===== config.mk =====
export PLATFORM = sky130hd
export DESIGN_NAME = rx_packet_scheduler
export DESIGN_NICKNAME = d
export VERILOG_FILES = /design/src/rtl/rx_pkt_defs.sv /design/src/rtl/rr_pick.sv /design/src/rtl/rx_packet_scheduler.sv
export SDC_FILE = /design/constraint.sdc
export NUM_CORES = 1
export LEC_CHECK = 0
export ABC_AREA = 0
export BUFFER_PORTS_ARGS = -buffer_cell sky130_fd_sc_hd__buf_2
export CORE_ASPECT_RATIO = 0.9
export CORE_MARGIN = 4
export CORE_UTILIZATION = 50
export DETAILED_ROUTE_END_ITERATION = 8
export PLACE_DENSITY = 0.91
export SLEW_MARGIN = 10
export SYNTH_ARGS = -nofsm -noshare
export SYNTH_HDL_FRONTEND = slang
export SYNTH_SLANG_ARGS = --single-unit

===== constraint.sdc =====
create_clock -name rxclk -period 2.6 [get_ports rxclk]
set_input_delay 0.39 -clock rxclk [delete_from_list [all_inputs] [get_ports rxclk]]
set_output_delay 0.39 -clock rxclk [all_outputs]
set_load 0.01 [all_outputs]

===== src/rtl/rx_pkt_defs.sv =====
// Shared definitions for the RX packet path: scheduler state encodings, the
// control-channel header ID and the header field layout used by packet_builder.
package rx_pkt_defs;

  localparam logic [1:0] ST_SCAN  = 2'd0;
  localparam logic [1:0] ST_GRANT = 2'd1;
  localparam logic [1:0] ST_BUSY  = 2'd2;
  localparam logic [1:0] ST_HOLD  = 2'd3;

  localparam logic [4:0]  CTRL_CHAN_ID    = 5'h1f;
  localparam int unsigned PKT_WORDS_DEF   = 504;
  localparam int unsigned USEDW_W         = 10;
  localparam int unsigned HDR_OVERRUN_BIT = 15;
  localparam int unsigned HDR_CHAN_LSB    = 8;
  localparam int unsigned HDR_CHAN_W      = 5;

  // Requester 0 is the command/status channel; data requesters are offset by one.
  function automatic logic [4:0] hdr_chan(input logic [3:0] idx);
    return (idx == 4'd0) ? CTRL_CHAN_ID : {1'b0, idx - 4'd1};
  endfunction

endpackage


===== src/rtl/rr_pick.sv =====
// Combinational round-robin picker: first ready index above i_start (up to
// i_limit), otherwise the lowest ready index at or below i_limit.
module rr_pick #(
  parameter int unsigned N = 3
) (
  input  logic [N-1:0] i_ready,
  input  logic [3:0]   i_start,
  input  logic [3:0]   i_limit,
  output logic         o_found,
  output logic [3:0]   o_idx
);

  logic       w_hi_found;
  logic [3:0] w_hi_idx;
  logic       w_lo_found;
  logic [3:0] w_lo_idx;

  // Descending scan so the last hit written is the lowest matching index.
  always_comb begin
    w_hi_found = 1'b0;
    w_hi_idx   = 4'd0;
    w_lo_found = 1'b0;
    w_lo_idx   = 4'd0;
    for (int i = int'(N) - 1; i >= 0; i--) begin
      if (i_ready[i] && (4'(i) <= i_limit)) begin
        w_lo_found = 1'b1;
        w_lo_idx   = 4'(i);
        if (4'(i) > i_start) begin
          w_hi_found = 1'b1;
          w_hi_idx   = 4'(i);
        end
      end
    end
    o_found = w_lo_found;
    o_idx   = w_hi_found ? w_hi_idx : w_lo_idx;
  end

endmodule


===== src/rtl/rx_packet_scheduler.sv =====
// Round-robin grant of RX channel FIFOs to packet_builder, one packet at a time,
// with sticky per-channel overrun tracking and an idle flush of partial FIFOs.
module rx_packet_scheduler
  import rx_pkt_defs::*;
#(
  parameter int unsigned NUM_CHAN      = 2,
  parameter int unsigned PKT_WORDS     = PKT_WORDS_DEF,
  parameter int unsigned FLUSH_TIMEOUT = 4096
) (
  input  logic                            rxclk,
  input  logic                            reset,
  input  logic [3:0]                      channels,
  input  logic [NUM_CHAN:0]               chan_empty,
  input  logic [USEDW_W*(NUM_CHAN+1)-1:0] chan_usedw,
  input  logic                            have_space,
  output logic                            grant_valid,
  output logic [3:0]                      grant_sel,
  output logic [4:0]                      grant_chan,
  output logic                            grant_overrun,
  input  logic                            grant_ack,
  input  logic                            pkt_done,
  output logic [NUM_CHAN:0]               overrun,
  output logic [7:0]                      debugbus
);

  localparam int unsigned N  = NUM_CHAN + 1;
  localparam int unsigned CW = $clog2(FLUSH_TIMEOUT + 1);
  localparam logic [USEDW_W-1:0] PKT_LVL  = PKT_WORDS[USEDW_W-1:0];
  localparam logic [CW-1:0]      IDLE_MAX = FLUSH_TIMEOUT[CW-1:0];

  logic [1:0]    r_state;
  logic          r_valid;
  logic [3:0]    r_sel;
  logic [4:0]    r_chan;
  logic          r_govr;
  logic [N-1:0]  r_overrun;
  logic [3:0]    r_last;
  logic [CW-1:0] r_idle;
  logic          r_flush;

  logic [N-1:0]  w_ready;
  logic          w_found;
  logic [3:0]    w_idx;
  logic          w_pick_ovr;
  logic [N-1:0]  w_sel_oh;
  logic [N-1:0]  w_ovr_set;
  logic [N-1:0]  w_ovr_clr;
  logic          w_take;

  always_comb begin
    w_ready = '0;
    for (int i = 0; i < int'(N); i++) begin
      w_ready[i] = ~chan_empty[i] && (4'(i) <= channels) &&
                   ((chan_usedw[USEDW_W*i +: USEDW_W] >= PKT_LVL) || (i == 0) || r_flush);
    end
  end

  rr_pick #(
    .N (N)
  ) u_rr_pick (
    .i_ready (w_ready),
    .i_start (r_last),
    .i_limit (channels),
    .o_found (w_found),
    .o_idx   (w_idx)
  );

  always_comb begin
    w_pick_ovr = 1'b0;
    w_sel_oh   = '0;
    for (int i = 0; i < int'(N); i++) begin
      if (4'(i) == w_idx) w_pick_ovr = r_overrun[i];
      if (4'(i) == r_sel) w_sel_oh[i] = 1'b1;
    end
  end

  assign w_take    = (r_state == ST_SCAN) && w_found && have_space;
  // Only data requesters can overrun; the control channel is always drained.
  assign w_ovr_set = ((r_state == ST_SCAN) && w_found && !have_space) ?
                     {w_ready[N-1:1], 1'b0} : '0;
  assign w_ovr_clr = ((r_state == ST_GRANT) && grant_ack) ? w_sel_oh : '0;

  always_ff @(posedge rxclk or posedge reset) begin
    if (reset) begin
      r_state   <= ST_SCAN;
      r_valid   <= 1'b0;
      r_sel     <= 4'd0;
      r_chan    <= CTRL_CHAN_ID;
      r_govr    <= 1'b0;
      r_overrun <= '0;
      r_last    <= 4'd0;
      r_idle    <= '0;
      r_flush   <= 1'b0;
    end else begin
      // Clear wins: the flag has already been reported in the grant header.
      r_overrun <= (r_overrun | w_ovr_set) & ~w_ovr_clr;
      case (r_state)
        ST_SCAN: begin
          if (w_take) begin
            r_sel   <= w_idx;
            r_chan  <= hdr_chan(w_idx);
            r_govr  <= w_pick_ovr;
            r_valid <= 1'b1;
            r_idle  <= '0;
            r_state <= ST_GRANT;
          end else if (!w_found && r_flush) begin
            r_flush <= 1'b0;
            r_idle  <= '0;
          end else if (r_idle == IDLE_MAX) begin
            r_flush <= 1'b1;
          end else begin
            r_idle <= r_idle + 1'b1;
          end
        end
        ST_GRANT: begin
          if (grant_ack) begin
            r_valid <= 1'b0;
            r_last  <= r_sel;
            r_flush <= 1'b0;
            r_state <= ST_BUSY;
          end
        end
        ST_BUSY: begin
          if (pkt_done) r_state <= ST_HOLD;
        end
        default: r_state <= ST_SCAN;
      endcase
    end
  end

  assign grant_valid   = r_valid;
  assign grant_sel     = r_sel;
  assign grant_chan    = r_chan;
  assign grant_overrun = r_govr;
  assign overrun       = r_overrun;
  assign debugbus      = {r_state, r_sel[2:0], r_flush, have_space, r_valid};

endmodule

**After elaboration in Yosys (flattened, before gate mapping)**

Cells that the tools add are included.
W data, S select, Z words.

- Flip-flop bits (word level): 34
- Input bits: 42
- Word-level logic and storage cells: 107

- Add/subtract/negate cells: 2
- Order comparisons: 8
- Equal/unequal tests: 13
- Mux-type cells: 42
- Bitwise gates (word level): 6
- Reduce and logical (&&, ||, !) cells: 27

Operators with widths:

| cell | number |
|---|---|
| $mux W13 | 3 |
| $mux W4 | 6 |
| $ge A10 B9 Y1 const B | 2 |
| $mux W1 | 20 |
| $mux W2 | 7 |
| $add A13 B1 Y13 const B | 1 |
| $eq A13 B13 Y1 const B | 1 |
| $logic_and A1 B1 Y1 | 13 |
| $eq A1 B4 Y1 const A | 2 |
| $eq A2 B4 Y1 const A | 2 |
| $gt A1 B4 Y1 const A | 2 |
| $le A1 B4 Y1 const A | 2 |
| $logic_not A4 Y1 | 2 |
| $ne A2 B2 Y1 const B | 4 |
| $mux W3 | 2 |
| $pmux W2 S3 | 1 |
| $reduce_and A2 Y1 | 3 |
| $reduce_and A3 Y1 | 2 |
| $mux W5 | 1 |
| $gt A2 B4 Y1 const A | 1 |
| $le A2 B4 Y1 const A | 1 |
| $pmux W1 S2 | 2 |
| $reduce_and A4 Y1 | 1 |
| $sub A4 B1 Y4 const B | 1 |
| other kinds (12) | 16 |

**Logic depth before layout (Yosys ltp)**

- Word-level depth: 14
- Gate-level depth with buffers: 10
- Depth with buffers taken out: 10

**By module**

Synthesis repeated with hierarchy kept, for this count alone.

- Cell total of the unflattened synthesis: 224
- Area, all modules: 2067.0 um^2

By module, submodules not included:

| module | instances | cells an instance | area an instance (um^2) | sequential area each (um^2) |
|---|---|---|---|---|
| rx_packet_scheduler | 1 | 210 | 1941.9 | 857.1 |
| rr_pick | 1 | 14 | 125.1 | 0.0 |

**Worst setup path before layout**

OpenSTA, ideal clock, no wires.

- Kind: input to register
- From: in chan_usedw[27]
- To: reg r_govr, in the netlist grant_overrun
- Setup time: 0.125 ns
- Data arrival time: 1.890 ns
- Required time: 2.475 ns
- Path slack: 0.585 ns
- Stages: 9
- Cells stage by stage: nand4_1 > o21ai_0 > a31oi_1 > o21ai_0 > inv_1 > ha_1 > a21oi_1 > o21ai_0 > mux2_2

- Word-level cells in the longest chain between the ends: 14
- Elaborated cells on any way between the ends: 30
- Classes of those cells: order compare: 1; eq/ne: 2; mux: 20; reduce/logical: 7

Ends and longest elaborated chain:

| what | RTL line | text |
|---|---|---|
| start: declaration | rx_packet_scheduler.sv:14 | `input logic [USEDW_W*(NUM_CHAN+1)-1:0] chan_usedw,` |
| $ge A10 B9 Y1 * | rx_packet_scheduler.sv:54 | `((chan_usedw[USEDW_W*i +: USEDW_W] >= PKT_LVL) \|\| (i == 0) \|\| r_flush);` |
| $logic_or A1 B1 Y1 * | rx_packet_scheduler.sv:54 |  |
| $logic_and A1 B1 Y1 * | rx_packet_scheduler.sv:53 | `w_ready[i] = ~chan_empty[i] && (4'(i) <= channels) &&` |
| $logic_and A1 B1 Y1 * | rr_pick.sv:25 | `if (i_ready[i] && (4'(i) <= i_limit)) begin` |
| $mux W4 / $mux W1 (equally long branches) | rr_pick.sv:25 |  |
| $mux W4 / $mux W1 (equally long branches) | rr_pick.sv:28 | `if (4'(i) > i_start) begin` |
| $mux W4 / $mux W1 (equally long branches) | rr_pick.sv:25 |  |
| $mux W4 / $mux W1 (equally long branches) | rr_pick.sv:28 |  |
| $mux W4 / $mux W1 (equally long branches) | rr_pick.sv:25 |  |
| $mux W4 * | rr_pick.sv:35 | `o_idx = w_hi_found ? w_hi_idx : w_lo_idx;` |
| named net u_rr_pick.o_idx[0] | rr_pick.sv:10 | `output logic [3:0] o_idx` |
| $logic_not A4 Y1 | rx_packet_scheduler.sv:72 | `if (4'(i) == w_idx) w_pick_ovr = r_overrun[i];` |
| $mux W1 (2 in series) | rx_packet_scheduler.sv:72 |  |
| $mux W1 * | rx_packet_scheduler.sv:72 |  |
| end signal: assignment | rx_packet_scheduler.sv:102 | `r_govr <= w_pick_ovr;` |
| end: declaration | rx_packet_scheduler.sv:35 | `logic r_govr;` |

Mark *: on every way through the listed nets, which the timed path passes. The rest lies on a longest branch.
A chain may end at the register's enable or synchronous reset.

**Worst setup path in the final report**

- From: reg r_flush
- To: reg r_govr, in the netlist grant_overrun

- Word-level cells in the longest chain between the ends: 13
- Elaborated cells on any way between the ends: 32
- Classes of those cells: eq/ne: 2; mux: 20; reduce/logical: 10

Ends and longest elaborated chain:

| what | RTL line | text |
|---|---|---|
| start: declaration | rx_packet_scheduler.sv:39 | `logic r_flush;` |
| start signal: assignment | rx_packet_scheduler.sv:93 | `r_flush <= 1'b0;` |
| start signal: assignment | rx_packet_scheduler.sv:107 | `r_flush <= 1'b0;` |
| start signal: assignment | rx_packet_scheduler.sv:110 | `r_flush <= 1'b1;` |
| $logic_or A1 B1 Y1 | rx_packet_scheduler.sv:54 |  |
| $logic_and A1 B1 Y1 | rx_packet_scheduler.sv:53 |  |
| $logic_and A1 B1 Y1 | rr_pick.sv:25 |  |
| $mux W4 / $mux W1 (equally long branches) | rr_pick.sv:25 |  |
| $mux W4 / $mux W1 (equally long branches) | rr_pick.sv:28 |  |
| $mux W4 / $mux W1 (equally long branches) | rr_pick.sv:25 |  |
| $mux W4 / $mux W1 (equally long branches) | rr_pick.sv:28 |  |
| $mux W4 / $mux W1 (equally long branches) | rr_pick.sv:25 |  |
| $mux W4 | rr_pick.sv:35 |  |
| $logic_not A4 Y1 | rx_packet_scheduler.sv:72 |  |
| $mux W1 (3 in series) | rx_packet_scheduler.sv:72 |  |

Parallel ways exist; a longest one is shown, timed or not.

==> results.cfg <==
[floorplan]
die_y_um = 64.95
core_sq_um = 3428
initial_core_util = 0.5255
rows = 20
top_level_ports = 64
die_w_um = 71.28
die_area_sq_um = 4629

[sta]
fmax_ghz = 0.4653
final-hold-violation-count = 0
worstMarginPinSlew_ns = 0.4970
relSlewSlack = 0.6656
skew_ns = 0.002669
rsz0062_at_grt = no
fin_crit_sh = 0.8265
setup_viol = 0
finalSetupTns_ns = 0
min_period_ns = 2.149
drv_slew = 0

[placement]
post-place-cells = 286
routabilityCongestion = 0.8474
portBuffers = 44
placed_area_sq_um = 2037
hpwl_um = 3205

[global_routing]
grt_usage = 0.1935
grt_overflow = 0
grt_pass1_vias = 1611
antenna_found_initial = 0
grt_max_degree = 29
grt_first_pass_wirelength_um = 7265

[routing]
wirelength_um = 4264
drt_iter0_markers = 187
wl_per_cell_um = 14.70
post_drt_via_cell_ratio = 5.728
drcViolationCount = 0
routed.top_layer = met4
wl_met1_um = 1847
ant_nets = 0
drt-pass1-iter-count = 4
route.met2.wl_um = 2014
vias = 1661
met3WireLength_um = 326

[synth]
ys_async_sr_fraction = 1.000
yosys.cell_types.count = 45
yosysSeqAreaShare = 0.3910
synth-seq-cells = 28
synth-main-ff-cell = dfrtp_1
ys_warn_count = 0
synth-edff-count = 0
synth_cells = 205
syn_area_sq_um = 1802
syn_area_per_cell_sq_um = 8.789

[critical_path]
cp.required_ns = 2.77
worst-setup-path-type = reg2reg
reg2reg_slack_ns = 0.45
critical_path_arrival_ns = 2.32
end_kind = flop
r2r_end = grant_overrun
r2r_cells = 11
r2r-start = r_flush
critPathMaxFanout = 6
startpoint_type = flop

[power_and_ir_drop]
p_clk_frac = 0.175
ir_worst_vdd_mv = 0.5109
seq_power_share = 0.366
leakage_nw = 0.9871
intPower_mw = 1.178
pwr-share-comb = 0.459
switching_share = 0.4032
p_switching_uw = 795.9
powerDensity_nw_per_um2 = 936.4

[clock_tree]
cts_sinks = 28
insertion_delay_ns = 0.28
clkTransAtPathRegs_ns = 0.10
cts_max_level = 1
root_buffer = clkbuf_8
post_cts_buffers = 0
cts_hold_buffers = 0
cts_tree = yes
numCtsBuffers = 3
cts_max_path_buffers = 2
cts_resized = 0

[cells_and_area]
area_delta_synth_final_pct = 17.01
drive_above_1_share = 0.2724
design_area_sq_um = 2108
fin_cells = 290
antennaDiodeCount = 0
nNetsFinal = 297
n_fill_cell = 306

[hold_path]
hp-class = in2async

[run]
maxCapViolCount = 0

[outcome]
status = finished clean
-- cell families (layout without fill, tap and decap cells) --
kind of cell	after synthesis	in the layout	synth area share
simple gates	58	58	0.1694
other cells	1	3	0.002081
mux	4	4	0.02500
flops	28	28	0.3910
xor+xnor	4	4	0.01945
fa+ha+maj	8	8	0.05556
compound gates	61	61	0.2278
buf+inv	41	80	0.1097
-- synthesized netlist by cell type, types with 2 or more instances --
cell type  instances  area, sq um
buf_4             11        82.58
a21oi_1           12        60.06
nand4_1            2        12.51
o211ai_1           3        22.52
xor2_1             3        26.28
dfstp_2            3        78.83
mux2_2             4        45.04
a31oi_1            3        18.77
clkbuf_1           4        15.01
nor2_1             9        33.78
o31ai_1            2        15.01
o2111ai_1          6        52.55
buf_2              2        10.01
nand2_1           20        75.07
nand3_1            4        20.02
ha_1               8        100.1
a21boi_0           2        15.01
o21ai_1            2        10.01
o221ai_1           7        61.31
inv_1             24        90.09
nor2b_1            2        12.51
dfrtp_1           25        625.6
and2_1             2        12.51
o21ai_0           16        80.08
nor3_1             5        25.02
o31a_1             2        17.52
nor4_1             4        25.02
-- power by group through the flow --
stage / Combinational, mW / Clock [mW] / Sequential, mW
finish: 0.907 / 0.345 / 0.723
global route: 1.01 / 0.367 / 0.746
CTS: 0.907 / 0.349 / 0.719
detailed placement: 0.894 / 0 / 0.727
global placement: 0.858 / 0 / 0.718
floorplan: 0.618 / 0 / 0.739
-- how the worst max path moves through the flow --
stage	startpoint	to	slack [ns]	cells past startpoint
4_1_cts	r_flush	grant_overrun	0.45	11
2_1_floorplan	chan_usedw[27]	grant_overrun	0.58	9
3_5_place_dp	chan_usedw[27]	grant_overrun	0.27	11
5_1_grt	r_flush	grant_overrun	0.27	11
6_report	r_flush	grant_overrun	0.45	11
3_3_place_gp	chan_usedw[27]	grant_overrun	0.32	11
-- worst max-delay path, stage by stage, from the launching register on --
cell,delay (ns)
dfrtp_1,0.46
nor2_1,0.12
o21ai_0,0.17
a31oi_1,0.24
o21ai_0,0.10
buf_4,0.16
ha_1,0.22
nand2_1,0.07
nor2_1,0.04
a21oi_1,0.11
o21ai_0,0.09
mux2_2,0.26
-- cells in the final DEF (no fill, tap or decap), types with 4 or more instances in the layout --
master     netlist  layout
o2111ai_1        6       6
nand2_1         20      20
buf_4           11       8
dfrtp_1         25      25
a21oi_1         12      12
nor2_1           9       9
nor4_1           4       4
ha_1             8       8
mux2_2           4       4
nor3_1           5       5
nand3_1          4       4
o221ai_1         7       7
inv_1           24      24
o21ai_0         16      16
buf_2            2      44
-- cell type report --
| cell class | instances | area (sq um) | share of cell area |
|---|---|---|---|
| Inverter | 24 | 90.09 | 0.04273 |
| Clock inverter | 1 | 30.03 | 0.01424 |
| Timing Repair Buffer | 52 | 280.3 | 0.1329 |
| Sequential cell | 28 | 704.4 | 0.3341 |
| Tap cell | 44 | 55.05 | 0.02611 |
| Multi-Input combinational cell | 138 | 907.1 | 0.4303 |
| Clock buffer | 3 | 41.29 | 0.01958 |
-- registers in the layout, summed over array words and instances (netlist names) --
name / flops
r_last: 2
grant_overrun: 1
overrun: 3
r_flush: 1
grant_valid: 1
r_state: 2
r_idle: 13
grant_sel: 2
grant_chan: 3
-- stage by stage --
| step | hold slack, ns | util | worst slack [ns] | power (mW) |
|---|---|---|---|---|
| 4_1_cts | 0.1661 | 0.6150 | 0.4540 | 1.976 |
| 2_1_floorplan | 0.4532 | - | 0.5849 | 1.357 |
| 6_report | 0.1492 | 0.6150 | 0.4510 | 1.974 |
| 3_3_place_gp | 0.4743 | 0.5942 | 0.3187 | 1.576 |
| 5_1_grt | 0.1860 | 0.6150 | 0.2743 | 2.127 |
| 3_5_place_dp | 0.4705 | 0.5942 | 0.2741 | 1.622 |
-- metal layers --
layer / global-route usage / vias up
met5: 0 / -
met4: 0.05634 / 0
met3: 0.01550 / 9
met2: 0.3291 / 71
met1: 0.2621 / 776
li1: - / 805
Note: power is estimated with default switching activity, not from simulation.
